**config.mk**
```make
export PLATFORM = sky130hd
export DESIGN_NAME = load_store_unit
export DESIGN_NICKNAME = d
export VERILOG_FILES = /design/src/rtl/load_store_unit.sv
export SDC_FILE = /design/constraint.sdc
export NUM_CORES = 1
export LEC_CHECK = 0
export ABC_AREA = 1
export BUFFER_PORTS_ARGS = -buffer_cell sky130_fd_sc_hd__buf_2
export CAP_MARGIN = 30
export CORE_ASPECT_RATIO = 0.75
export CORE_MARGIN = 3
export CORE_UTILIZATION = 50
export DETAILED_ROUTE_END_ITERATION = 10
export GPL_TIMING_DRIVEN = 0
export PLACE_DENSITY = 0.86
export SKIP_LAST_GASP = 1
export SYNTH_ARGS = -nofsm -noshare
export SYNTH_HDL_FRONTEND = slang
export SYNTH_SLANG_ARGS = --single-unit
```
**constraint.sdc**
```tcl
create_clock -name clk -period 4.87 [get_ports clk]
set_clock_uncertainty 0.1 [all_clocks]
set_input_delay 0.2435 -clock clk [delete_from_list [all_inputs] [get_ports clk]]
set_output_delay 0.2435 -clock clk [all_outputs]
set_load 0.03 [all_outputs]
```
**src/rtl/load_store_unit.sv**
```systemverilog
`default_nettype none
// ============================================================================
// Module   : load_store_unit
// Purpose  : RV32I load/store unit. Accepts one memory instruction from the
//            execute stage, issues a single word-aligned bus access, and returns
//            sign/zero-extended load data. Misaligned and illegal requests fault
//            without touching the bus; a bus that never answers raises a
//            timeout fault.
// Ports    : clk, rst         - clock, asynchronous active-high reset
//            ex_*, funct3,
//            addr, store_data,
//            rd               - instruction from the execute stage
//            stall            - hold the execute stage
//            mem_*            - simple request/ready memory bus
//            wb_*             - load writeback (one-cycle pulse)
//            fault*           - one-cycle fault pulse with code and address
// Revision : 1.0 - initial release
// ============================================================================
module load_store_unit #(
    parameter int TIMEOUT_CYCLES = 255
) (
    input  logic        clk,
    input  logic        rst,
    input  logic        ex_valid,
    input  logic        ex_is_load,
    input  logic        ex_is_store,
    input  logic [2:0]  funct3,
    input  logic [31:0] addr,
    input  logic [31:0] store_data,
    input  logic [4:0]  rd,
    output logic        stall,
    output logic        mem_req,
    output logic        mem_we,
    output logic [31:0] mem_addr,
    output logic [31:0] mem_wdata,
    output logic [3:0]  mem_wstrb,
    input  logic        mem_ready,
    input  logic [31:0] mem_rdata,
    output logic        wb_valid,
    output logic [4:0]  wb_rd,
    output logic [31:0] wb_data,
    output logic        fault,
    output logic [1:0]  fault_code,
    output logic [31:0] fault_addr
);

    // ------------------------------------------------------------------------
    // Constants
    // ------------------------------------------------------------------------
    localparam int                 c_CNT_W    = $clog2(TIMEOUT_CYCLES + 1);
    localparam logic [c_CNT_W-1:0] c_CNT_LAST = c_CNT_W'(TIMEOUT_CYCLES - 1);

    localparam logic [1:0] c_ST_IDLE = 2'd0;
    localparam logic [1:0] c_ST_BUS  = 2'd1;
    localparam logic [1:0] c_ST_DONE = 2'd2;

    localparam logic [1:0] c_FC_MISALIGN = 2'b01;
    localparam logic [1:0] c_FC_ILLEGAL  = 2'b10;
    localparam logic [1:0] c_FC_TIMEOUT  = 2'b11;

    // ------------------------------------------------------------------------
    // State and latched request
    // ------------------------------------------------------------------------
    logic [1:0]         r_state;
    logic [1:0]         w_state_nxt;
    logic [31:0]        r_addr;
    logic [2:0]         r_funct3;
    logic [31:0]        r_store_data;
    logic [4:0]         r_rd;
    logic               r_is_load;
    logic [c_CNT_W-1:0] r_timer;
    logic [31:0]        r_wb_data;
    logic               r_fault;
    logic [1:0]         r_fault_code;
    logic [31:0]        r_fault_addr;

    // ------------------------------------------------------------------------
    // Request decode (only meaningful in IDLE)
    // ------------------------------------------------------------------------
    logic w_req;
    logic w_illegal;
    logic w_misalign;
    logic w_accept;
    logic w_fault_in;
    logic w_bus_done;
    logic w_timeout;

    always_comb begin
        w_req      = ex_valid & (ex_is_load | ex_is_store);

        // funct3 = 3 (LD/SD) is RV64 only; 6/7 have no load meaning; any
        // store above SW is undefined. Dual kind bits are malformed decode.
        w_illegal  = (ex_is_load & ex_is_store)
                   | (ex_is_load  & ((funct3 == 3'd3) | (funct3 == 3'd6) | (funct3 == 3'd7)))
                   | (ex_is_store & (funct3 >= 3'd3));

        // Size is funct3[1:0]; illegal encodings take priority over this.
        w_misalign = ((funct3[1:0] == 2'b01) & addr[0])
                   | ((funct3[1:0] == 2'b10) & (addr[1:0] != 2'b00));

        w_accept   = (r_state == c_ST_IDLE) & w_req & ~w_illegal & ~w_misalign;
        w_fault_in = (r_state == c_ST_IDLE) & w_req & (w_illegal | w_misalign);

        w_bus_done = (r_state == c_ST_BUS) & mem_ready;
        // A ready arriving on the last allowed cycle still completes normally.
        w_timeout  = (r_state == c_ST_BUS) & ~mem_ready & (r_timer == c_CNT_LAST);
    end

    // ------------------------------------------------------------------------
    // FSM
    // ------------------------------------------------------------------------
    always_comb begin
        w_state_nxt = r_state;
        case (r_state)
            c_ST_IDLE: if (w_accept) w_state_nxt = c_ST_BUS;
            c_ST_BUS: begin
                if (w_bus_done)     w_state_nxt = c_ST_DONE;
                else if (w_timeout) w_state_nxt = c_ST_IDLE;
            end
            c_ST_DONE: w_state_nxt = c_ST_IDLE;
            default:   w_state_nxt = c_ST_IDLE;
        endcase
    end

    always_ff @(posedge clk or posedge rst) begin
        if (rst) r_state <= c_ST_IDLE;
        else     r_state <= w_state_nxt;
    end

    // ------------------------------------------------------------------------
    // Request capture
    // ------------------------------------------------------------------------
    always_ff @(posedge clk or posedge rst) begin
        if (rst) begin
            r_addr       <= '0;
            r_funct3     <= '0;
            r_store_data <= '0;
            r_rd         <= '0;
            r_is_load    <= 1'b0;
        end else if (w_accept) begin
            r_addr       <= addr;
            r_funct3     <= funct3;
            r_store_data <= store_data;
            r_rd         <= rd;
            r_is_load    <= ex_is_load;
        end
    end

    // Counts BUS cycles that ended without mem_ready; cleared everywhere else.
    always_ff @(posedge clk or posedge rst) begin
        if (rst)                                                   r_timer <= '0;
        else if ((r_state == c_ST_BUS) & ~mem_ready & ~w_timeout) r_timer <= r_timer + 1'b1;
        else                                                       r_timer <= '0;
    end

    // ------------------------------------------------------------------------
    // Load lane extraction from the bus word
    // ------------------------------------------------------------------------
    logic [7:0]  w_lane_byte;
    logic [15:0] w_lane_half;
    logic [31:0] w_load_ext;

    always_comb begin
        case (r_addr[1:0])
            2'd0:    w_lane_byte = mem_rdata[7:0];
            2'd1:    w_lane_byte = mem_rdata[15:8];
            2'd2:    w_lane_byte = mem_rdata[23:16];
            default: w_lane_byte = mem_rdata[31:24];
        endcase
        w_lane_half = r_addr[1] ? mem_rdata[31:16] : mem_rdata[15:0];

        case (r_funct3)
            3'b000:  w_load_ext = {{24{w_lane_byte[7]}}, w_lane_byte};
            3'b001:  w_load_ext = {{16{w_lane_half[15]}}, w_lane_half};
            3'b100:  w_load_ext = {24'd0, w_lane_byte};
            3'b101:  w_load_ext = {16'd0, w_lane_half};
            default: w_load_ext = mem_rdata;
        endcase
    end

    always_ff @(posedge clk or posedge rst) begin
        if (rst)             r_wb_data <= '0;
        else if (w_bus_done) r_wb_data <= w_load_ext;
    end

    // ------------------------------------------------------------------------
    // Fault pulse: registered so it appears the cycle after the cause
    // ------------------------------------------------------------------------
    always_ff @(posedge clk or posedge rst) begin
        if (rst) begin
            r_fault      <= 1'b0;
            r_fault_code <= '0;
            r_fault_addr <= '0;
        end else if (w_timeout) begin
            r_fault      <= 1'b1;
            r_fault_code <= c_FC_TIMEOUT;
            r_fault_addr <= r_addr;
        end else if (w_fault_in) begin
            r_fault      <= 1'b1;
            r_fault_code <= w_illegal ? c_FC_ILLEGAL : c_FC_MISALIGN;
            r_fault_addr <= addr;
        end else begin
            r_fault      <= 1'b0;
            r_fault_code <= '0;
            r_fault_addr <= '0;
        end
    end

    // ------------------------------------------------------------------------
    // Store lane encoding
    // ------------------------------------------------------------------------
    logic [31:0] w_st_wdata;
    logic [3:0]  w_st_wstrb;

    always_comb begin
        case (r_funct3[1:0])
            2'b00: begin
                w_st_wdata = {4{r_store_data[7:0]}};
                w_st_wstrb = 4'b0001 << r_addr[1:0];
            end
            2'b01: begin
                w_st_wdata = {2{r_store_data[15:0]}};
                w_st_wstrb = 4'b0011 << r_addr[1:0];
            end
            default: begin
                w_st_wdata = r_store_data;
                w_st_wstrb = 4'b1111;
            end
        endcase
    end

    // ------------------------------------------------------------------------
    // Outputs. Everything is decoded from registered state so that an
    // asynchronous reset clears the outputs without waiting for a clock.
    // Loads drive zero write data and strobes.
    // ------------------------------------------------------------------------
    logic w_in_bus;
    logic w_wb_now;

    always_comb begin
        w_in_bus   = (r_state == c_ST_BUS);
        w_wb_now   = (r_state == c_ST_DONE) & r_is_load;

        // rst gates the accept term: a request seen while reset is held is
        // discarded, so it must not stall the pipeline.
        stall      = ~rst & (w_accept | w_in_bus);

        mem_req    = w_in_bus;
        mem_we     = w_in_bus & ~r_is_load;
        mem_addr   = w_in_bus ? {r_addr[31:2], 2'b00} : 32'd0;
        mem_wdata  = (w_in_bus & ~r_is_load) ? w_st_wdata : 32'd0;
        mem_wstrb  = (w_in_bus & ~r_is_load) ? w_st_wstrb : 4'd0;

        wb_valid   = w_wb_now;
        wb_rd      = w_wb_now ? r_rd : 5'd0;
        wb_data    = w_wb_now ? r_wb_data : 32'd0;

        fault      = r_fault;
        fault_code = r_fault_code;
        fault_addr = r_fault_addr;
    end

endmodule
`default_nettype wire

```
==> results.txt, run 1 <==
----------------------------------------------------
[Outcome]
  Status ... finished clean

[Routing]
  Violation count after the first detailed-routing iteration ... 865
  Number of nets with antenna violations after detailed routing ... 0
  Total DRC errors in the routed layout ... 0
  Routed wire length ... 27.5 mm
  Post-detailed-route via-to-cell ratio ... 5.46
  Average routed wire per standard cell ... 16.8 µm
  First-pass iteration count of the detailed router ... 6
  Total via count after detailed routing ... 8928

[Logic synthesis]
  Share of the yosys chip area belonging to registers ... 0.472
  Cell Area, Synth ... 0.00795 mm²
  Flop and latch count out of synthesis ... 150
  Count of yosys warnings during synthesis ... 0
  Ys flop type ... dfrtp_1
  Average size of a mapped cell ... 7.30 µm²
  Cell type contributing the most total cell area after synthesis ... dfrtp_1
  Area share of the leading cell type in the synthesized netlist ... 0.472
  Number of flops mapped to enable cells by yosys ... 0
  Netlist cell types ... 30
  Async SR Flop Fraction ... 1.00
  Top post-synthesis cells by area ... dfrtp_1 (47%), nand2_1 (15%), nand4_1 (8.3%), inv_1 (6.0%), nor2_1 (5.8%)
  Cell count after synthesis ... 1088

[Power]
  Peak VDD IR ... 0.243 mV
  Combinational power share ... 0.338
  Sequential fraction of design power ... 0.388
  Internal power ... 2.85 mW
  Leak ... 6.15 nW
  Total power per unit cell area ... 441 mW/mm²
  Switching share of total power ... 0.393
  Clk pwr share ... 0.274
  Net load switching power ... 1.84 mW

[STA]
  Post-route worst hold slack ... 0.00827 ns
  RSZ-0062 raised after global routing ... false
  Clock period minus final worst setup slack ... 2.94 ns
  Setup violators final ... 0
  Slew at the pin closest to its max-slew limit ... 0.627 ns
  Fin crit share ... 0.603
  Maximum operating frequency ... 341 MHz
  Max-slew violations ... 0
  Max-slew headroom at the worst pin ... 0.577
  Final sum of negative setup slack ... 0 ns
  Final Hold Viols ... 0

[Clock tree]
  Clock buffers created by TritonCTS ... 17
  Max Root-Sink Buffers ... 2
  Clock transition time at the flip-flop clock pins of the worst setup and hold paths ... 0.06 ns
  TritonCTS clock tree ... built
  Setup fix buffers added after clock tree synthesis ... 0
  Clock H-tree levels ... 4
  Clock Sinks ... 150
  Clk_lat worst skew ... 0.42 ns
  Cell at the root of the clock tree ... clkbuf_16

[Global routing]
  Maximum number of pins on one net before global-route repair ... 89
  Initial antenna violation count ... 1
  All-Layer GR Usage ... 0.313
  First-pass GRT wire length ... 42.6 mm
  GRT Residual Overflow ... 0
  Vias in the first global route ... 8316

[Setup path]
  Critical path capture point type ... primary output
  Worst path buffer plus inverter count ... 4
  Critical-path top delay cell ... nor2_2
  Delay of the slowest cell on the worst path ... 0.43 ns
  Worst setup slack for register-to-register paths ... 2.91 ns
  Terminus of the critical flop-to-flop path ... r_state[0]
  Reg2reg start ... r_timer[0]
  Startpoint type of the worst setup path ... flip-flop
  Most frequent CP cell ... inv_1
  Critical path peak fanout ... 10
  Worst path top cell family by delay ... simple AND/OR/NAND/NOR gates
  Type of the setup path with the least slack ... reg -> out
  Data required, critical path ... 4.53 ns
  Worst Reg-to-Reg Cells ... 7
  Cells along the critical path ... inv_1, nand2_2, nor2_2, inv_1, clkbuf_1, nor3_1, buf_2
  Data arrival, critical path ... 2.59 ns

[Layout]
  Fraction of final layout cells sized beyond drive strength 1 ... 0.232
  Most frequent cells in the layout ... nand2_1 (314), buf_2 (270), dfrtp_1 (150)
  Leading cell type in the layout, fill and taps excluded ... nand2_1
  Signed area change from the synthesized netlist to the final layout ... 33.8%
  Fill count ... 1265
  Final Net Count ... 1529

[Worst hold path]
  Number of stages on the worst hold path ... 3
  Worst-case hold path end point ... r_rd[4]
  HP Class ... in -> reg
  Critical hold path startpoint ... rd[4]

[Floorplanning]
  Chip height ... 115 µm
  Initial standard-cell utilization of the core ... 0.515
  Die footprint ... 0.0175 mm²
  I/O pins ... 254
  Die extent in x ... 152 µm
  Core Region ... 0.0154 mm²
  Number of core rows ... 39

[Flow run]
  Max-cap violations ... 0

[Placement]
  Global placement routability congestion ... 0.956
  Detailed placer's ending HPWL ... 19.6 mm
  Count of input and output buffers ... 251

----------------------------------------------------
Yosys cell counts, types with 3 or more instances:
master    number
a21oi_1       61
buf_1          7
buf_2         19
buf_4         18
clkbuf_1      33
dfrtp_1      150
inv_1        128
nand2_1      314
nand3_1       59
nand4_1      106
nor2_1       122
nor2_2         3
nor3_1         7
o211ai_1       4
o21ai_0       28
o22ai_1        8
state kept, by name, summed over array words and instances, names as in the netlist:
name,flops
r_addr,32
fault_addr,32
r_is_load,1
r_state,2
r_store_data,32
r_funct3,3
r_rd,5
r_wb_data,32
fault_code,2
fault,1
r_timer,8
metal layers:
layer / up-vias / global-route usage / share of wire
met4: 0 / 0.110 / 0.025
li1: 4153 / - / -
met3: 65 / 0.0544 / 0.095
met2: 537 / 0.480 / 0.45
met1: 4173 / 0.451 / 0.43
met5: - / 0 / 0
cells by family after synthesis:
| family | count (synthesis) | synth area share |
|---|---|---|
| compound gates | 103 | 0.0680 |
| flops | 150 | 0.472 |
| fa+ha+maj | 2 | 0.00315 |
| buf+inv | 211 | 0.113 |
| simple gates | 621 | 0.343 |
| other cells | 1 | 0.000472 |
stage by stage:
step                setup WS, ns  total power, mW   util  instances  area (µm²)
floorplan                  0.490             2.87      -       1089        7950
detailed placement          2.49             3.34  0.616       1546        9500
global placement           -1.26             3.29  0.614       1545        9460
finish                      1.93             4.69  0.690       1635       10600
CTS                         2.01             4.67  0.689       1634       10600
global route                1.84             4.97  0.690       1635       10600
area by class of cell:
type	instances	area, µm²	share of cell area
clock inverter	12	131	0.0124
multi-input combinational	728	3300	0.310
timing repair buffer	309	1850	0.174
buffer	79	403	0.0379
sequential	150	3750	0.353
antenna	1	2.50	0.000235
clock buffer	19	433	0.0407
inverter	132	500	0.0471
tap	205	256	0.0241
power by group through the flow:
stage          clock (mW)  combinational (mW)  sequential (mW)
6_report             1.29                1.58             1.82
2_1_floorplan           0                1.06             1.80
3_3_place_gp            0                1.47             1.82
3_5_place_dp            0                1.51             1.83
5_1_grt              1.35                1.76             1.86
4_1_cts              1.30                1.55             1.81
worst max-delay path by stage:
stage / slack [ns] / start / depth (start not counted) / end
2_1_floorplan: 0.49 / rst / 1 / fault
3_3_place_gp: -1.26 / rst / 2 / fault_addr[5]
3_5_place_dp: 2.49 / r_state[1] / 7 / mem_wdata[15]
4_1_cts: 2.01 / r_state[1] / 7 / mem_wdata[15]
5_1_grt: 1.84 / r_state[1] / 7 / mem_wdata[15]
6_report: 1.93 / r_state[1] / 7 / mem_wdata[15]
worst register-to-register path: stages, from the launching register on:
cell     delay (ns)
dfrtp_1        0.41
inv_1          0.07
ha_1           0.13
nand2_1        0.05
nor2_1         0.40
nand3_1        0.27
nand2_1        0.29
nand2_1        0.10
what timing repair did:
action / in CTS / in global routing
endpoints found under the setup margin: 0 / 0
hold buffers: 57 / 0
hold endpoints to repair: 137 / 0
gates resized for setup: 0 / 0
Power figures use the tool's default switching activity.
==> run 2: changes to the inputs <==
--- a/config.mk
+++ b/config.mk
@@ -5,15 +5,15 @@
 export SDC_FILE = /design/constraint.sdc
 export NUM_CORES = 1
 export LEC_CHECK = 0
-export ABC_AREA = 1
+export ABC_AREA = 0
 export BUFFER_PORTS_ARGS = -buffer_cell sky130_fd_sc_hd__buf_2
 export CAP_MARGIN = 30
 export CORE_ASPECT_RATIO = 0.75
 export CORE_MARGIN = 3
-export CORE_UTILIZATION = 50
+export CORE_UTILIZATION = 46
 export DETAILED_ROUTE_END_ITERATION = 10
 export GPL_TIMING_DRIVEN = 0
-export PLACE_DENSITY = 0.86
+export PLACE_DENSITY = 0.84
 export SKIP_LAST_GASP = 1
 export SYNTH_ARGS = -nofsm -noshare
 export SYNTH_HDL_FRONTEND = slang
==> constraint.sdc (replaced) <==
create_clock -name clk -period 2.5 [get_ports clk]
set_clock_uncertainty 0.1 [all_clocks]
set_input_delay 0.125 -clock clk [delete_from_list [all_inputs] [get_ports clk]]
set_output_delay 0.125 -clock clk [all_outputs]
set_load 0.03 [all_outputs]
==> run 2 against run 1 <==
Core utilization shrank 0.26 points. Global-route usage shrank 3.6 points. Worst setup slack lost 1.8 ns. Cell area barely moved. Via count down 21%. First-iteration DRC count is 30% lower. Sequential power grew 99%. Critical path depth is the same. Power rose by 94%. Largest power group unchanged. Highest routed layer is now met5. Final cell count fell by 20%.
==> results.txt, run 2 <==
----------------------------------------------------
[Outcome]
  Status ... finished clean

[Flow run]
  Max-cap violations ... 0

[Setup path]
  Most frequent CP cell ... buf_2
  Type of the setup path with the least slack ... reg -> out
  Terminus of the critical flop-to-flop path ... r_wb_data[0]
  Critical path capture point type ... primary output
  Startpoint type of the worst setup path ... flip-flop
  Critical-path top delay cell ... dfrtp_1
  Worst path buffer plus inverter count ... 4
  Worst Reg-to-Reg Cells ... 6
  Delay of the slowest cell on the worst path ... 0.44 ns
  Data required, critical path ... 2.28 ns
  Reg2reg start ... r_addr[0]
  Critical path peak fanout ... 10
  Worst setup slack for register-to-register paths ... 0.25 ns
  Worst path top cell family by delay ... buffers and inverters
  Data arrival, critical path ... 2.15 ns
  Cells along the critical path ... nand2b_1, inv_2, nand2b_1, buf_2, buf_2, nor2_1, buf_2

[Layout]
  Most frequent cells in the layout ... buf_2 (265), dfrtp_1 (150), dlygate4sd3_1 (105)
  Fill count ... 1081
  Finished Cell Area ... 0.0106 mm²
  Layout Utilization ... 0.687
  Post-route insts no fill ... 1300
  Fraction of final layout cells sized beyond drive strength 1 ... 0.364
  Number of antenna repair diodes ... 0
  Final Net Count ... 1194
  Area taken by flip-flops and latches ... 0.00375 mm²
  Leading cell type in the layout, fill and taps excluded ... buf_2
  Combined area of the multi-input logic cells ... 0.00337 mm²
  Signed area change from the synthesized netlist to the final layout ... 44.3%

[Clock tree]
  TritonCTS clock tree ... built
  Cell at the root of the clock tree ... clkbuf_16
  Max Root-Sink Buffers ... 2
  Clock transition time at the flip-flop clock pins of the worst setup and hold paths ... 0.06 ns
  Clock H-tree levels ... 4
  Clk_lat worst skew ... 0.41 ns
  Clock buffers created by TritonCTS ... 17
  Clock Sinks ... 150

[Logic synthesis]
  Average size of a mapped cell ... 10.5 µm²
  Async SR Flop Fraction ... 1.00
  Library cell with the highest instance count after synthesis ... dfrtp_1
  Ys flop type ... dfrtp_1
  Cell count after synthesis ... 703
  Share of the yosys chip area belonging to registers ... 0.510
  Cell types with the highest counts after synthesis ... dfrtp_1 (150), and2_1 (75), mux2_2 (74), nand2_1 (61), a21oi_1 (59)
  Netlist cell types ... 43
  Cell Area, Synth ... 0.00737 mm²
  Top post-synthesis cells by area ... dfrtp_1 (51%), mux2_2 (11%), mux2i_1 (7.5%), and2_1 (6.4%), a21oi_1 (4.0%)
  Cell type contributing the most total cell area after synthesis ... dfrtp_1
  Area share of the leading cell type in the synthesized netlist ... 0.510
  Count of yosys warnings during synthesis ... 0
  Number of flops mapped to enable cells by yosys ... 0
  Flop and latch count out of synthesis ... 150

[STA]
  Minimum setup slack in the final design ... 0.130 ns
  Max-slew headroom at the worst pin ... 0.596
  Post-route worst hold slack ... 0.0190 ns
  Setup violators final ... 0
  Clock period minus final worst setup slack ... 2.37 ns
  Final Hold Viols ... 0
  Max-slew violations ... 0
  Final sum of negative setup slack ... 0 ns
  Maximum operating frequency ... 422 MHz
  Slew at the pin closest to its max-slew limit ... 0.604 ns
  Fin crit share ... 0.948
  RSZ-0062 raised after global routing ... true

[Routing]
  First-pass iteration count of the detailed router ... 6
  Average routed wire per standard cell ... 18.8 µm
  DR WL met2 ... 11.9 mm
  Number of nets with antenna violations after detailed routing ... 0
  Highest Signal Layer ... met5
  Total DRC errors in the routed layout ... 0
  Routed wire length ... 24.5 mm
  Post-detailed-route via-to-cell ratio ... 5.40
  Total via count after detailed routing ... 7023
  Detail Route met3 WL ... 2.09 mm
  Violation count after the first detailed-routing iteration ... 602
  M1 WL ... 10.1 mm

[Worst hold path]
  HP Class ... in -> reg
  Critical hold path startpoint ... mem_rdata[6]
  Worst-case hold path end point ... r_wb_data[6]
  Number of stages on the worst hold path ... 3

[Power]
  Combinational power share ... 0.325
  Leak ... 5.54 nW
  Total power draw ... 9.10 mW
  Switching share of total power ... 0.357
  Peak VDD IR ... 0.581 mV
  Clk pwr share ... 0.276
  Sequential fraction of design power ... 0.399
  Internal power ... 5.85 mW
  Net load switching power ... 3.25 mW
  Total power per unit cell area ... 856 mW/mm²

[Global routing]
  All-Layer GR Usage ... 0.277
  Vias in the first global route ... 7227
  GRT Residual Overflow ... 0
  First-pass GRT wire length ... 38.4 mm
  Maximum number of pins on one net before global-route repair ... 43
  Initial antenna violation count ... 1

[Floorplanning]
  Die footprint ... 0.0176 mm²
  Initial standard-cell utilization of the core ... 0.476
  Chip height ... 116 µm
  Number of core rows ... 39
  Core Region ... 0.0155 mm²
  Die extent in x ... 152 µm
  I/O pins ... 254

[Placement]
  Global placement routability congestion ... 0.898
  Area post-placement ... 0.00895 mm²
  Dpl ws ... 0.209 ns
  Detailed placer's ending HPWL ... 16.4 mm
  Count of input and output buffers ... 251
  Cell count after placement ... 1163

----------------------------------------------------
-- run 2: how the worst max path moves through the flow --
stage                     startpoint  cells after the start            end
after floorplan                  rst                      2          stall
after global placement           rst                      4          stall
after detailed placement  r_state[1]                      7  mem_wdata[27]
after CTS                  funct3[0]                      9          stall
after global routing      r_state[1]                      6     wb_data[9]
final                     r_state[1]                      7  mem_wdata[27]
-- run 2: cell families (layout without fill, tap and decap cells) --
| group | after synthesis | in the layout | share of synthesized area |
|---|---|---|---|
| buf+inv | 60 | 451 | 0.0379 |
| simple gates | 249 | 249 | 0.172 |
| flops | 150 | 150 | 0.510 |
| mux | 130 | 130 | 0.191 |
| fa+ha+maj | 2 | 2 | 0.00340 |
| other cells | 1 | 2 | 0.000509 |
| xor+xnor | 6 | 6 | 0.00713 |
| compound gates | 105 | 105 | 0.0783 |
-- run 2: worst register-to-register path, stage by stage (launching register included) --
cell	delay, ns
dfrtp_1	0.32
clkbuf_1	0.33
nor2b_1	0.38
clkbuf_1	0.36
o21a_1	0.33
o21ai_0	0.13
o21ai_0	0.21
-- run 2: area by class of cell --
cell class	instances	share of cell area
Inverter	7	0.00283
Clock inverter	12	0.0121
Sequential cell	150	0.353
Clock buffer	20	0.0411
Multi-Input combinational cell	494	0.317
Buffer	51	0.0246
Tap cell	205	0.0241
Timing Repair Buffer	361	0.225
-- run 2: per-layer routing --
| layer | global-route usage | up-vias |
|---|---|---|
| met2 | 0.469 | 368 |
| li1 | - | 3163 |
| met5 | 0 | - |
| met4 | 0.0689 | 2 |
| met3 | 0.0817 | 38 |
| met1 | 0.354 | 3452 |
-- run 2: what timing repair did --
| action | in CTS | in global routing |
|---|---|---|
| endpoints found under the hold margin | 174 | 0 |
| buffers inserted | 1 | 0 |
| gates resized for setup | 8 | 16 |
| setup endpoints to repair | 38 | 30 |
| hold buffers | 106 | 0 |
-- run 2: power by group through the flow --
stage / registers, mW / clock network [mW] / logic, mW
after CTS: 3.60 / 2.53 / 2.90
after global routing: 3.71 / 2.65 / 3.20
after floorplan: 3.55 / 0 / 1.95
after detailed placement: 3.65 / 0 / 2.74
final: 3.63 / 2.51 / 2.96
after global placement: 3.61 / 0 / 2.67
==> run 3: changes to the inputs <==
--- a/config.mk
+++ b/config.mk
@@ -14,6 +14,7 @@
 export DETAILED_ROUTE_END_ITERATION = 10
 export GPL_TIMING_DRIVEN = 0
 export PLACE_DENSITY = 0.84
+export REMOVE_ABC_BUFFERS = 1
 export SKIP_LAST_GASP = 1
 export SYNTH_ARGS = -nofsm -noshare
 export SYNTH_HDL_FRONTEND = slang
==> run 3 against run 2 <==
Flip-flop and latch count stayed put. Maximum frequency is 7.0% lower. The flow now finishes with violations (setup timing). Register-to-register slack worse by 0.19 ns. Power is 0.99% higher. Via count is 4.6% lower. Global-route usage is 1.3 points lower. Highest routed layer is now met4. Critical path type unchanged. First-iteration DRC count is 33% lower. Worst setup slack worse by 0.18 ns. Core utilization is 0.20 points lower. Die area stayed put. Final cell count is 2.9% lower.
==> results.txt, run 3 (synthesis results as in run 2) <==
----------------------------------------------------
[Outcome]
  Status ... complete, but fails checks
  Violated checks ... setup timing

[Clock tree]
  Clock transition time at the flip-flop clock pins of the worst setup and hold paths ... 0.06 ns
  Clock Sinks ... 150
  Cell at the root of the clock tree ... clkbuf_16
  TritonCTS clock tree ... built
  Clock buffers created by TritonCTS ... 17
  Clk_lat worst skew ... 0.42 ns
  Max Root-Sink Buffers ... 2
  Clock H-tree levels ... 4

[Power]
  Peak VDD IR ... 0.634 mV
  Total power per unit cell area ... 867 mW/mm²
  Net load switching power ... 3.27 mW
  Internal power ... 5.92 mW
  Leak ... 5.47 nW
  Total power draw ... 9.19 mW
  Clk pwr share ... 0.281
  Sequential fraction of design power ... 0.407
  Combinational power share ... 0.312
  Switching share of total power ... 0.356

[STA]
  Setup violators final ... 1
  Final sum of negative setup slack ... -0.0475 ns
  RSZ-0062 raised after global routing ... true
  Post-route worst hold slack ... 0.00984 ns
  Max-slew headroom at the worst pin ... 0.380
  Clock period minus final worst setup slack ... 2.55 ns
  Slew at the pin closest to its max-slew limit ... 0.931 ns
  Minimum setup slack in the final design ... -0.0475 ns
  Final Hold Viols ... 0
  Maximum operating frequency ... 393 MHz
  Fin crit share ... 1.02
  Max-slew violations ... 0

[Layout]
  Area taken by flip-flops and latches ... 0.00376 mm²
  Finished Cell Area ... 0.0106 mm²
  Final Net Count ... 1155
  Signed area change from the synthesized netlist to the final layout ... 43.8%
  Post-route insts no fill ... 1262
  Fraction of final layout cells sized beyond drive strength 1 ... 0.371
  Combined area of the multi-input logic cells ... 0.00340 mm²
  Most frequent cells in the layout ... buf_2 (251), dfrtp_1 (148), dlygate4sd3_1 (105)
  Fill count ... 1092
  Leading cell type in the layout, fill and taps excluded ... buf_2

[Setup path]
  Worst setup slack for register-to-register paths ... 0.06 ns
  Data arrival, critical path ... 2.32 ns
  Type of the setup path with the least slack ... reg -> out
  Worst Reg-to-Reg Cells ... 4
  Critical path peak fanout ... 34
  Reg2reg start ... r_state[1]
  Data required, critical path ... 2.28 ns
  Terminus of the critical flop-to-flop path ... fault_addr[30]
  Critical path capture point type ... primary output
  Startpoint type of the worst setup path ... flip-flop

[Worst hold path]
  HP Class ... in -> reg
  Number of stages on the worst hold path ... 3
  Critical hold path startpoint ... mem_rdata[12]
  Worst-case hold path end point ... r_wb_data[12]

[Floorplanning]
  I/O pins ... 254
  Die extent in x ... 152 µm
  Chip height ... 116 µm
  Initial standard-cell utilization of the core ... 0.476
  Core Region ... 0.0155 mm²
  Die footprint ... 0.0176 mm²
  Number of core rows ... 39

[Placement]
  Detailed placer's ending HPWL ... 14.0 mm
  Count of input and output buffers ... 251
  Global placement routability congestion ... 0.799
  Cell count after placement ... 1118
  Area post-placement ... 0.00886 mm²

[Global routing]
  Initial antenna violation count ... 1
  GRT Residual Overflow ... 0
  Vias in the first global route ... 7100
  All-Layer GR Usage ... 0.263
  Maximum number of pins on one net before global-route repair ... 88
  First-pass GRT wire length ... 37.2 mm

[Routing]
  Total via count after detailed routing ... 6701
  First-pass iteration count of the detailed router ... 5
  Average routed wire per standard cell ... 18.2 µm
  Routed wire length ... 23.0 mm
  Number of nets with antenna violations after detailed routing ... 0
  Post-detailed-route via-to-cell ratio ... 5.31
  Total DRC errors in the routed layout ... 0
  Violation count after the first detailed-routing iteration ... 402

[Flow run]
  Max-cap violations ... 0

----------------------------------------------------
==> run 3: cell count changes in the layout (fill, tap and decap cells not counted), moves of 3 or more <==
cell and delta:
buf_2 -14, buf_6 -3, buf_8 +4, clkbuf_1 -22, clkbuf_2 -6, inv_6 +4
==> run 3: power groups by stage <==
| stage | Clock (mW) | Sequential (mW) | Combinational (mW) |
|---|---|---|---|
| after floorplan | 0 | 3.69 | 1.74 |
| final | 2.58 | 3.74 | 2.86 |
| after CTS | 2.61 | 3.70 | 2.79 |
| after detailed placement | 0 | 3.74 | 2.63 |
| after global routing | 2.73 | 3.83 | 3.12 |
| after global placement | 0 | 3.81 | 2.34 |
==> run 3: how the worst max path moves through the flow <==
| stage | from | to | slack [ns] | depth (start not counted) |
|---|---|---|---|---|
| 6_report | r_state[0] | stall | -0.05 | 6 |
| 4_1_cts | r_state[0] | stall | -0.17 | 7 |
| 5_1_grt | r_state[0] | stall | -0.15 | 6 |
| 3_5_place_dp | r_state[0] | r_store_data[19] | -0.38 | 6 |
| 2_1_floorplan | r_state[0] | r_funct3[1] | -1.82 | 3 |
| 3_3_place_gp | rst | r_store_data[31] | -3.65 | 2 |
==> run 3: repair_timing <==
item                                   CTS  global route
endpoints found under the hold margin  220             0
gates cloned                             1             1
buffers inserted                         3             2
setup endpoints to repair              129            40
pin swaps                                1             0
gates resized for setup                  6             9
hold buffers                           105             0
==> run 3: final cells by class <==
cell class	instances	area share
Clock inverter	13	0.0136
Multi-Input combinational cell	494	0.321
Timing Repair Buffer	371	0.240
Tap cell	205	0.0242
Inverter	7	0.00401
Clock buffer	19	0.0418
Antenna cell	1	0.000236
Timing Repair inverter	2	0.00142
Sequential cell	150	0.354
==> run 3: per-stage QoR <==
step,setup WS (ns),utilization
global route,-0.146,0.685
detailed placement,-0.379,0.573
global placement,-3.65,0.558
CTS,-0.171,0.682
floorplan,-1.82,-
finish,-0.0475,0.685
==> run 3: critical path: stages, from the launching register on <==
cell and delay (ns):
dfrtp_1 0.48, nor4b_4 0.28, nor3b_4 0.34, buf_12 0.28, buf_8 0.20, o21a_1 0.12, buf_2 0.19
==> run 3: metal layers <==
metal | wire (µm) | share of wire | GRT usage | up-vias
li1 | - | - | - | 3085
met1 | 9500 | 0.41 | 0.328 | 3252
met2 | 11300 | 0.49 | 0.449 | 316
met3 | 1690 | 0.073 | 0.0747 | 48
met4 | 517 | 0.022 | 0.0910 | 0
met5 | 0 | 0 | 0 | -
